<file path="config.mk">
export PLATFORM = sky130hd
export DESIGN_NAME = sirv_qspi_target_media
export DESIGN_NICKNAME = d
export VERILOG_FILES = /design/src/rtl/sirv_qspi_target_media.sv
export SDC_FILE = /design/constraint.sdc
export NUM_CORES = 1
export LEC_CHECK = 0
export BUFFER_PORTS_ARGS = -buffer_cell sky130_fd_sc_hd__buf_4
export CAP_MARGIN = 10
export CORE_ASPECT_RATIO = 2
export CORE_MARGIN = 3
export CORE_UTILIZATION = 40
export CTS_CLUSTER_DIAMETER = 200
export CTS_CLUSTER_SIZE = 24
export DETAILED_ROUTE_END_ITERATION = 7
export PLACE_DENSITY = 0.59
export SYNTH_ARGS = -nofsm -noshare
export SYNTH_HDL_FRONTEND = slang
export SYNTH_SLANG_ARGS = --single-unit
</file>
<file path="constraint.sdc">
create_clock -name clock -period 3.1 [get_ports clock]
set_clock_uncertainty 0.1 [all_clocks]
set_input_delay 0.155 -clock clock [delete_from_list [all_inputs] [get_ports clock]]
set_output_delay 0.155 -clock clock [all_outputs]
set_load 0.03 [all_outputs]
</file>
<file path="src/rtl/sirv_qspi_target_media.sv">
// SPI/QSPI target link layer: oversamples SCK/CS/DQ on the system clock,
// deserialises received bytes and serialises held tx bytes back to the initiator.
module sirv_qspi_target_media #(
  parameter int unsigned SYNC_STAGES   = 2,
  parameter logic [7:0]  UNDERRUN_BYTE = 8'hFF
) (
  input  logic       clock,
  input  logic       reset,
  input  logic       io_port_sck,
  input  logic       io_port_cs_0,
  input  logic       io_port_dq_0_i,
  input  logic       io_port_dq_1_i,
  input  logic       io_port_dq_2_i,
  input  logic       io_port_dq_3_i,
  output logic       io_port_dq_0_o,
  output logic       io_port_dq_1_o,
  output logic       io_port_dq_2_o,
  output logic       io_port_dq_3_o,
  output logic       io_port_dq_0_oe,
  output logic       io_port_dq_1_oe,
  output logic       io_port_dq_2_oe,
  output logic       io_port_dq_3_oe,
  input  logic       io_ctrl_sck_pol,
  input  logic       io_ctrl_sck_pha,
  input  logic [1:0] io_ctrl_fmt_proto,
  input  logic       io_ctrl_fmt_endian,
  input  logic       io_ctrl_fmt_iodir,
  input  logic       io_link_tx_valid,
  input  logic [7:0] io_link_tx_bits,
  output logic       io_link_tx_ready,
  output logic       io_link_rx_valid,
  output logic [7:0] io_link_rx_bits,
  output logic       io_link_active,
  output logic       io_link_underrun,
  output logic       io_link_partial
);

  localparam int unsigned NIN      = 6;
  localparam logic [NIN-1:0] SYNC_RST = 6'b00_0010;  // cs idles high
  localparam logic [1:0] M_SINGLE = 2'd0;
  localparam logic [1:0] M_DUAL   = 2'd1;
  localparam logic [1:0] M_QUAD   = 2'd2;

  typedef enum logic {ST_IDLE, ST_ACTIVE} state_e;

  logic [NIN-1:0] sync_q [SYNC_STAGES];
  logic [NIN-1:0] raw_in, synced;
  logic           sck_s, cs_s;
  logic [3:0]     dq_s;

  state_e     state_q, state_d;
  logic       sck_prev_q, cs_prev_q;
  logic       pol_q, pol_d, pha_q, pha_d, endian_q, endian_d, iodir_q, iodir_d;
  logic [1:0] mode_q, mode_d;
  logic [2:0] cnt_q, cnt_d;
  logic [7:0] rx_sh_q, rx_sh_d, rx_bits_q, rx_bits_d;
  logic       rx_done_q, rx_done_d, rx_valid_q, rx_valid_d;
  logic       seen_q, seen_d, bnd_q, bnd_d;
  logic [7:0] hold_q, hold_d, tx_sh_q, tx_sh_d;
  logic       empty_q, empty_d, underrun_q, underrun_d, partial_q, partial_d;
  logic [3:0] dq_o_q, dq_o_d, dq_oe_q, dq_oe_d;

  logic       lead, trail, start, rx_en, samp, drv, accept, load;
  logic [3:0] kbits, sum, oe_mask, out_bits;
  logic [7:0] rx_next, tx_adv;

  assign raw_in = {io_port_dq_3_i, io_port_dq_2_i, io_port_dq_1_i, io_port_dq_0_i,
                   io_port_cs_0, io_port_sck};
  assign synced = sync_q[SYNC_STAGES-1];
  assign sck_s  = synced[0];
  assign cs_s   = synced[1];
  assign dq_s   = synced[5:2];

  always_ff @(posedge clock or posedge reset) begin
    if (reset) begin
      for (int unsigned i = 0; i < SYNC_STAGES; i++) sync_q[i] <= SYNC_RST;
    end else begin
      sync_q[0] <= raw_in;
      for (int unsigned i = 1; i < SYNC_STAGES; i++) sync_q[i] <= sync_q[i-1];
    end
  end

  assign lead  = (sck_prev_q == pol_q) && (sck_s == ~pol_q);
  assign trail = (sck_prev_q == ~pol_q) && (sck_s == pol_q);
  assign start = (state_q == ST_IDLE) && cs_prev_q && !cs_s;
  assign rx_en = (mode_q == M_SINGLE) || !iodir_q;
  // CS release suppresses any same-cycle SCK edge
  assign samp  = (state_q == ST_ACTIVE) && !cs_s && (pha_q ? trail : lead);
  assign drv   = (state_q == ST_ACTIVE) && !cs_s && (pha_q ? lead : trail);
  assign sum   = {1'b0, cnt_q} + kbits;

  // Lane grouping: lowest lane is the least significant bit of each group
  always_comb begin
    kbits   = 4'd1;
    rx_next = endian_q ? {dq_s[0], rx_sh_q[7:1]} : {rx_sh_q[6:0], dq_s[0]};
    tx_adv  = endian_q ? {1'b0, tx_sh_q[7:1]} : {tx_sh_q[6:0], 1'b0};
    case (mode_q)
      M_DUAL: begin
        kbits   = 4'd2;
        rx_next = endian_q ? {dq_s[1:0], rx_sh_q[7:2]} : {rx_sh_q[5:0], dq_s[1:0]};
        tx_adv  = endian_q ? {2'b0, tx_sh_q[7:2]} : {tx_sh_q[5:0], 2'b0};
      end
      M_QUAD: begin
        kbits   = 4'd4;
        rx_next = endian_q ? {dq_s[3:0], rx_sh_q[7:4]} : {rx_sh_q[3:0], dq_s[3:0]};
        tx_adv  = endian_q ? {4'b0, tx_sh_q[7:4]} : {tx_sh_q[3:0], 4'b0};
      end
      default: ;
    endcase
  end

  always_comb begin
    state_d    = state_q;
    pol_d      = pol_q;
    pha_d      = pha_q;
    endian_d   = endian_q;
    iodir_d    = iodir_q;
    mode_d     = mode_q;
    cnt_d      = cnt_q;
    rx_sh_d    = rx_sh_q;
    rx_bits_d  = rx_bits_q;
    rx_done_d  = 1'b0;
    rx_valid_d = 1'b0;
    seen_d     = seen_q;
    bnd_d      = bnd_q;
    hold_d     = hold_q;
    empty_d    = empty_q;
    tx_sh_d    = tx_sh_q;
    underrun_d = 1'b0;
    partial_d  = 1'b0;
    load       = 1'b0;
    accept     = io_link_tx_valid && empty_q;
    oe_mask    = 4'b0;
    out_bits   = 4'b0;

    if (rx_done_q) begin
      rx_valid_d = 1'b1;
      rx_bits_d  = rx_sh_q;
    end
    if (accept) begin
      hold_d  = io_link_tx_bits;
      empty_d = 1'b0;
    end

    case (state_q)
      ST_IDLE: begin
        if (start) begin
          state_d  = ST_ACTIVE;
          pol_d    = io_ctrl_sck_pol;
          pha_d    = io_ctrl_sck_pha;
          endian_d = io_ctrl_fmt_endian;
          iodir_d  = io_ctrl_fmt_iodir;
          mode_d   = (io_ctrl_fmt_proto == 2'd1) ? M_DUAL :
                     (io_ctrl_fmt_proto == 2'd2) ? M_QUAD : M_SINGLE;
          cnt_d    = 3'd0;
          seen_d   = 1'b0;
          bnd_d    = 1'b0;
          load     = 1'b1;
        end
      end
      default: begin
        if (cs_s) begin
          state_d   = ST_IDLE;
          partial_d = (cnt_q != 3'd0);
          cnt_d     = 3'd0;
          bnd_d     = 1'b0;
          tx_sh_d   = 8'h00;
        end else if (samp) begin
          cnt_d     = sum[2:0];
          rx_sh_d   = rx_next;
          seen_d    = 1'b1;
          bnd_d     = sum[3];
          rx_done_d = sum[3] && rx_en;
        end else if (drv && seen_q) begin
          if (bnd_q) begin
            load  = 1'b1;
            bnd_d = 1'b0;
          end else begin
            tx_sh_d = tx_adv;
          end
        end
      end
    endcase

    // Shifter load; a same-cycle accept refills holding with the new byte
    if (load) begin
      if (!empty_q) begin
        tx_sh_d = hold_q;
        if (!accept) empty_d = 1'b1;
      end else begin
        tx_sh_d    = UNDERRUN_BYTE;
        underrun_d = 1'b1;
      end
    end

    case (mode_d)
      M_DUAL: begin
        oe_mask  = iodir_d ? 4'b0011 : 4'b0000;
        out_bits = endian_d ? {2'b0, tx_sh_d[1:0]} : {2'b0, tx_sh_d[7:6]};
      end
      M_QUAD: begin
        oe_mask  = iodir_d ? 4'b1111 : 4'b0000;
        out_bits = endian_d ? tx_sh_d[3:0] : tx_sh_d[7:4];
      end
      default: begin
        oe_mask  = 4'b0010;
        out_bits = {2'b0, endian_d ? tx_sh_d[0] : tx_sh_d[7], 1'b0};
      end
    endcase
    dq_oe_d = (state_d == ST_ACTIVE) ? oe_mask : 4'b0;
    dq_o_d  = out_bits & dq_oe_d;
  end

  always_ff @(posedge clock or posedge reset) begin
    if (reset) begin
      state_q    <= ST_IDLE;
      sck_prev_q <= 1'b0;
      cs_prev_q  <= 1'b1;
      pol_q      <= 1'b0;
      pha_q      <= 1'b0;
      endian_q   <= 1'b0;
      iodir_q    <= 1'b0;
      mode_q     <= M_SINGLE;
      cnt_q      <= 3'd0;
      rx_sh_q    <= 8'h00;
      rx_bits_q  <= 8'h00;
      rx_done_q  <= 1'b0;
      rx_valid_q <= 1'b0;
      seen_q     <= 1'b0;
      bnd_q      <= 1'b0;
      hold_q     <= 8'h00;
      empty_q    <= 1'b1;
      tx_sh_q    <= 8'h00;
      underrun_q <= 1'b0;
      partial_q  <= 1'b0;
      dq_o_q     <= 4'b0;
      dq_oe_q    <= 4'b0;
    end else begin
      state_q    <= state_d;
      sck_prev_q <= sck_s;
      cs_prev_q  <= cs_s;
      pol_q      <= pol_d;
      pha_q      <= pha_d;
      endian_q   <= endian_d;
      iodir_q    <= iodir_d;
      mode_q     <= mode_d;
      cnt_q      <= cnt_d;
      rx_sh_q    <= rx_sh_d;
      rx_bits_q  <= rx_bits_d;
      rx_done_q  <= rx_done_d;
      rx_valid_q <= rx_valid_d;
      seen_q     <= seen_d;
      bnd_q      <= bnd_d;
      hold_q     <= hold_d;
      empty_q    <= empty_d;
      tx_sh_q    <= tx_sh_d;
      underrun_q <= underrun_d;
      partial_q  <= partial_d;
      dq_o_q     <= dq_o_d;
      dq_oe_q    <= dq_oe_d;
    end
  end

  assign io_port_dq_0_o   = dq_o_q[0];
  assign io_port_dq_1_o   = dq_o_q[1];
  assign io_port_dq_2_o   = dq_o_q[2];
  assign io_port_dq_3_o   = dq_o_q[3];
  assign io_port_dq_0_oe  = dq_oe_q[0];
  assign io_port_dq_1_oe  = dq_oe_q[1];
  assign io_port_dq_2_oe  = dq_oe_q[2];
  assign io_port_dq_3_oe  = dq_oe_q[3];
  assign io_link_tx_ready = empty_q;
  assign io_link_rx_valid = rx_valid_q;
  assign io_link_rx_bits  = rx_bits_q;
  assign io_link_active   = (state_q == ST_ACTIVE);
  assign io_link_underrun = underrun_q;
  assign io_link_partial  = partial_q;

endmodule

</file>
==> results of run 1 <==
logic make-up (layout without fill, tap and decap cells):
| group | Yosys count | after routing | share of synthesized area (%) |
|---|---|---|---|
| buf+inv | 39 | 109 | 4.83 |
| compound gates | 89 | 89 | 18.2 |
| xor+xnor | 2 | 2 | 0.681 |
| simple gates | 121 | 121 | 15.8 |
| flops | 70 | 70 | 47.8 |
| mux | 27 | 27 | 9.05 |
| fa+ha+maj | 10 | 10 | 3.61 |
cell usage in the layout, fill, tap and decap left out, types with 3 or more instances in the layout:
cell type / count
a221oi_1: 9
nand3b_1: 3
dlygate4sd3_1: 18
or3_1: 4
o211ai_1: 3
o21ai_0: 16
o31ai_1: 6
nand2b_1: 13
nor2b_1: 4
a31oi_1: 3
nor3_1: 6
nor2_1: 14
nand2_1: 63
mux2_2: 17
inv_1: 20
clkbuf_16: 9
a22oi_1: 4
o22ai_1: 4
dfstp_2: 4
nand3_1: 4
dfrtp_1: 66
a21oi_1: 13
ha_1: 9
buf_4: 53
o21a_1: 6
mux2i_1: 6
clkbuf_1: 4
a31o_2: 6
worst paths after layout:
path	startpoint	to	slack (ps)	cells after the start
hold reg to reg	sync_q[6]$_DFF_PP0_	synced[0]$_DFF_PP0_	250	0
max in group asynchronous	reset	io_link_tx_ready$_DFF_PP1_	1890	4
setup / recovery	cs_prev_q$_DFF_PP1_	dq_o_q[1]$_DFF_PP0_	270	10
setup reg to reg	cs_prev_q$_DFF_PP1_	dq_o_q[1]$_DFF_PP0_	270	10
hold / removal	io_ctrl_fmt_proto[0]	mode_q[1]$_DFF_PP0_	150	4
min in group asynchronous	reset	dq_oe_q[1]$_DFF_PP0_	270	3
per-layer routing:
| layer | vias up | global-route usage (%) |
|---|---|---|
| met3 | 19 | 4.26 |
| li1 | 1394 | - |
| met1 | 1426 | 18.5 |
| met2 | 61 | 34.3 |
| met5 | - | 0 |
| met4 | 0 | 10.5 |
per-stage QoR:
stage	std cells	total power [mW]	cell area (um2)	hold slack, ps
finish	528	3.18	4580	149
global placement	494	2.13	4100	74.3
CTS	528	3.20	4580	142
floorplan	358	1.89	3680	59.5
global route	528	3.38	4580	152
detailed placement	494	2.15	4100	83.7
flip-flops by register name, indices dropped and copies added, names as in the netlist, 2 cells and up:
name,cells
hold_q,8
io_link_rx_bits,8
rx_sh_q,8
tx_sh_q,8
sync_q,6
synced,6
dq_o_q,4
cnt_q,3
dq_oe_q,3
mode_q,2
layout make-up:
type / instances / area, um2
inverters: 22 / 82.6
clock inverters: 1 / 30.0
repair buffers: 71 / 578
multi-input cells: 249 / 1740
well taps: 100 / 125
fillers: 842 / 4190
flip-flops and latches: 70 / 1760
clock buffers: 15 / 268
critical path, delay by kind of cell, from the launching register on:
kind | cells | cell delay (ps)
compound gates | 4 | 550
fa+ha+maj | 1 | 320
buf+inv | 1 | 70
flops | 1 | 540
simple gates | 4 | 1140
repair_timing:
action,4_1_cts,5_1_grt
hold buffers,18,0
hold endpoints to repair,31,0
gates resized for setup,0,0
power by group through the flow:
| stage | logic, mW | clock network (mW) | registers [mW] |
|---|---|---|---|
| finish | 0.870 | 1.03 | 1.28 |
| global placement | 0.844 | 0 | 1.28 |
| CTS | 0.878 | 1.05 | 1.28 |
| detailed placement | 0.856 | 0 | 1.29 |
| floorplan | 0.646 | 0 | 1.24 |
| global route | 0.979 | 1.09 | 1.31 |
==> run summary, run 1 <==
Outcome = finished, final reports clean
Core area = 8770 um2
First-pass GRT wire length = 14.8 mm
Syn Nets = 391
Fin crit share = 91.3%
Synthesized flop and latch total = 70
Yosys top cell area share = 44.9%
Clk Latency, worst-skew pair = 340 ps
Gate Count Post-Synth = 358
P_int = 2.17 mW
Final net count = 456
Final GP Congestion = 0.901
PortBufs = 43
Max-cap violations = 0
Largest net degree at the start of global routing = 28
Yosys warns = 0
Final setup margin = 270 ps
Most numerous cell in the Yosys netlist = dfrtp_1
Initial antenna violation count = 0
Logic pwr share = 27.4%
GRT Total Usage = 18.7%
Worst vdd ir = 439 uV
Worst slew pin tran = 788 ps
Starting density of the core = 41.9%
RSZ-0062 raised after global routing = false
Layout cell share with drive strength beyond 1 = 24.8%
Switching power = 1.01 mW
Power Density = 694 nW/um2
Worst-path clk slew = 60 ps
Synth cell count leaders = dfrtp_1 (66), nand2_1 (63), inv_1 (21)
Top cell type by total area after synthesis = dfrtp_1
FP Rows = 48
M1 WL = 3.18 mm
Flop pwr share = 40.3%
CTS buffer count = 9
Slew Limit Fails = 0
WS Path Type = flop to flop
Uppermost layer routed = met4
CTS Sinks = 70
Vias in the first global route = 3073
Synthesized area per cell = 10.3 um2
CP Max Fanout = 8
Sequential area share after synthesis = 47.8%
Library cells used by synthesis = 60
CTS tree = built
Synth Flop Type = dfrtp_1
Post-CTS setup buffer count = 0
Required time worst endpoint = 3220 ps
Die X = 73.8 um
Hold violation count in the final report = 0
Routed WL = 8.88 mm
Met3 wire len = 257 um
DRT Pass-1 Iters = 5
F_max = 0.353 GHz
Total die area = 10400 um2
H-tree Lvls = 3
IO Count = 44
Pre-CTS WS = 263 ps
Synth top area cells = dfrtp_1 (45%), nand2_1 (6.4%), mux2_2 (5.2%)
Max transition margin = 47.4%
Period minus WS final = 2830 ps
DRC viols = 0
Critical path arrival = 2950 ps
Post-synth EDFFs = 0
Die Y-Extent = 142 um
Met2 WL = 5.13 mm
Worst-path cell chain = or3b_1, nand2_1, o21a_1, inv_1, ha_1, and2b_1, or2_2, o21ai_0, a21oi_1, a211o_1
Slowest CP cell = dfstp_2
DR WL/cell = 16.8 um
Asr flop ratio synth = 100%
Routed Antenna Nets = 0
GR Overflow Total = 0
Power share of the clock group = 32.3%
CP peak stage delay = 540 ps
CP Launch Type = flop
Vias per inst = 5.49
Setup TNS = 0 ps
Core Util, Final = 52.3%
Cell Area, Synth = 3680 um2
Leakage = 2.19 nW
Hold Crit Class = input pin to flop
Layout Area Growth over Synthesis = 24.6%
CP endpoint kind = flop
Total number of vias = 2900
Sw Ratio = 31.6%
Clk root buf = clkbuf_16
Ant. Diodes = 0
Final HPWL DP = 6.62 mm
DR iter-0 viols = 146
Setup violators final = 0
Max clock buf depth = 2
Power figures use the tool's default switching activity.
==> run 2, diff against run 1 <==
==> constraint.sdc (replaced) <==
create_clock -name clock -period 3.2 [get_ports clock]
set_clock_uncertainty 0.1 [all_clocks]
set_input_delay 0.16 -clock clock [delete_from_list [all_inputs] [get_ports clock]]
set_output_delay 0.16 -clock clock [all_outputs]
set_load 0.03 [all_outputs]
==> run summary, run 2 (same netlist as run 1, synthesis figures left out) <==
Outcome = finished, final reports clean
Setup slack, reg-to-reg = 360 ps
DR WL/cell = 16.8 um
Hold violation count in the final report = 0
Cell area after layout = 4550 um2
DRC viols = 0
Critical path arrival = 2960 ps
CTS buffer count = 9
CTS Sinks = 70
DRT Pass-1 Iters = 4
DR iter-0 viols = 126
GRT Total Usage = 18.7%
Period minus WS final = 2840 ps
Max transition margin = 45.8%
Hold slack = 9.08 ps
Final Non-Filler Cells = 524
Final setup margin = 362 ps
Fin crit share = 88.7%
CP endpoint kind = flop
Leakage = 2.17 nW
Worst vdd ir = 390 uV
Inst Count DP = 491
Routed WL = 8.80 mm
CP Launch Type = flop
Required time worst endpoint = 3320 ps
Starting density of the core = 41.9%
Clk Latency, worst-skew pair = 330 ps
Largest net degree at the start of global routing = 29
Core area = 8770 um2
First-pass GRT wire length = 14.6 mm
Max clock buf depth = 2
F_max = 0.352 GHz
IO Count = 44
Layout cell share with drive strength beyond 1 = 25.2%
PortBufs = 43
Power Density = 672 nW/um2
Vias in the first global route = 2935
Setup violators final = 0
Commonest cells after routing, fill and taps aside = dfrtp_1 (66), nand2_1 (63), buf_4 (50), inv_1 (20)
Pre-CTS WS = 373 ps
Cts repair resizes = 0
RSZ-0062 raised after global routing = false
Total number of vias = 2873
CP Max Fanout = 8
Die X = 73.8 um
Layout Area Growth over Synthesis = 23.8%
FP Rows = 48
Placement Cell Area = 4080 um2
WS Path Type = flop to flop
Worst-path clk slew = 60 ps
GR Overflow Total = 0
Hold Crit Class = input pin to flop
Setup TNS = 0 ps
Vias per inst = 5.48
H-tree Lvls = 3
Final net count = 452
Max-cap violations = 0
Clk root buf = clkbuf_16
Fill cells = 815
Worst slew pin tran = 813 ps
Ant. Diodes = 0
Slew Limit Fails = 0
Final HPWL DP = 6.58 mm
CTS tree = built
Routed Antenna Nets = 0
Initial antenna violation count = 0
Final GP Congestion = 0.910
Die Y-Extent = 142 um
Total die area = 10400 um2
Commonest non-fill, non-tap cell in the layout = dfrtp_1
-- run 2: cell types whose count changed in the layout (fill, tap and decap cells not counted), sizes merged --
cell,previous run,this run
buf,53,50
clkbuf,15,10
clkinv,1,5
clkinvlp,0,1
dlygate4sd3,18,17
-- run 2: path summary, 6_finish.rpt --
check / endpoint / cells after the start / startpoint
min in group asynchronous: dq_oe_q[1]$_DFF_PP0_ / 3 / reset
worst max register to register: dq_o_q[1]$_DFF_PP0_ / 10 / cs_prev_q$_DFF_PP1_
worst max-delay path: dq_o_q[1]$_DFF_PP0_ / 10 / cs_prev_q$_DFF_PP1_
worst min register to register: synced[0]$_DFF_PP0_ / 0 / sync_q[6]$_DFF_PP0_
max in group asynchronous: io_link_tx_ready$_DFF_PP1_ / 4 / reset
worst min-delay path: iodir_q$_DFF_PP0_ / 3 / io_ctrl_fmt_iodir
-- run 2: repair_timing --
| action | CTS | global route |
|---|---|---|
| endpoints found under the setup margin | 0 | 0 |
| buffers inserted | 0 | 0 |
| endpoints found under the hold margin | 30 | 0 |
| hold buffers | 17 | 0 |
-- run 2: where the power goes --
part | total, mW | switching [mW] | internal, mW
Combinational | 0.834 | 0.442 | 0.391
Clock | 0.988 | 0.367 | 0.621
Sequential | 1.24 | 0.182 | 1.06
Total | 3.06 | 0.991 | 2.07
-- run 2: routing by layer --
layer	GRT usage, %	part of all wire [%]
met2	33.6	57
met5	0	0
met1	19.5	37
met4	9.46	3.2
met3	4.18	3.3
-- run 2: critical path: stages, from the launching register on --
cell	delay (ps)
dfstp_2	540
or3b_1	480
nand2_1	110
o21a_1	140
inv_1	60
ha_1	320
and2b_1	230
or2_2	320
o21ai_0	90
a21oi_1	90
a211o_1	240
-- run 2: cell type report --
type | count | area (um2) | share of cell area [%]
clock inverter | 6 | 61.3 | 1.35
clock buffer | 10 | 239 | 5.25
inverter | 22 | 82.6 | 1.81
tap | 100 | 125 | 2.75
timing repair buffer | 67 | 546 | 12.0
sequential | 70 | 1760 | 38.6
multi-input combinational | 249 | 1740 | 38.3
-- run 2: per-stage QoR --
stage	power, mW	utilization (%)
CTS	3.09	51.9
global placement	2.05	46.5
floorplan	1.83	-
detailed placement	2.07	46.5
finish	3.06	51.9
global route	3.26	51.9
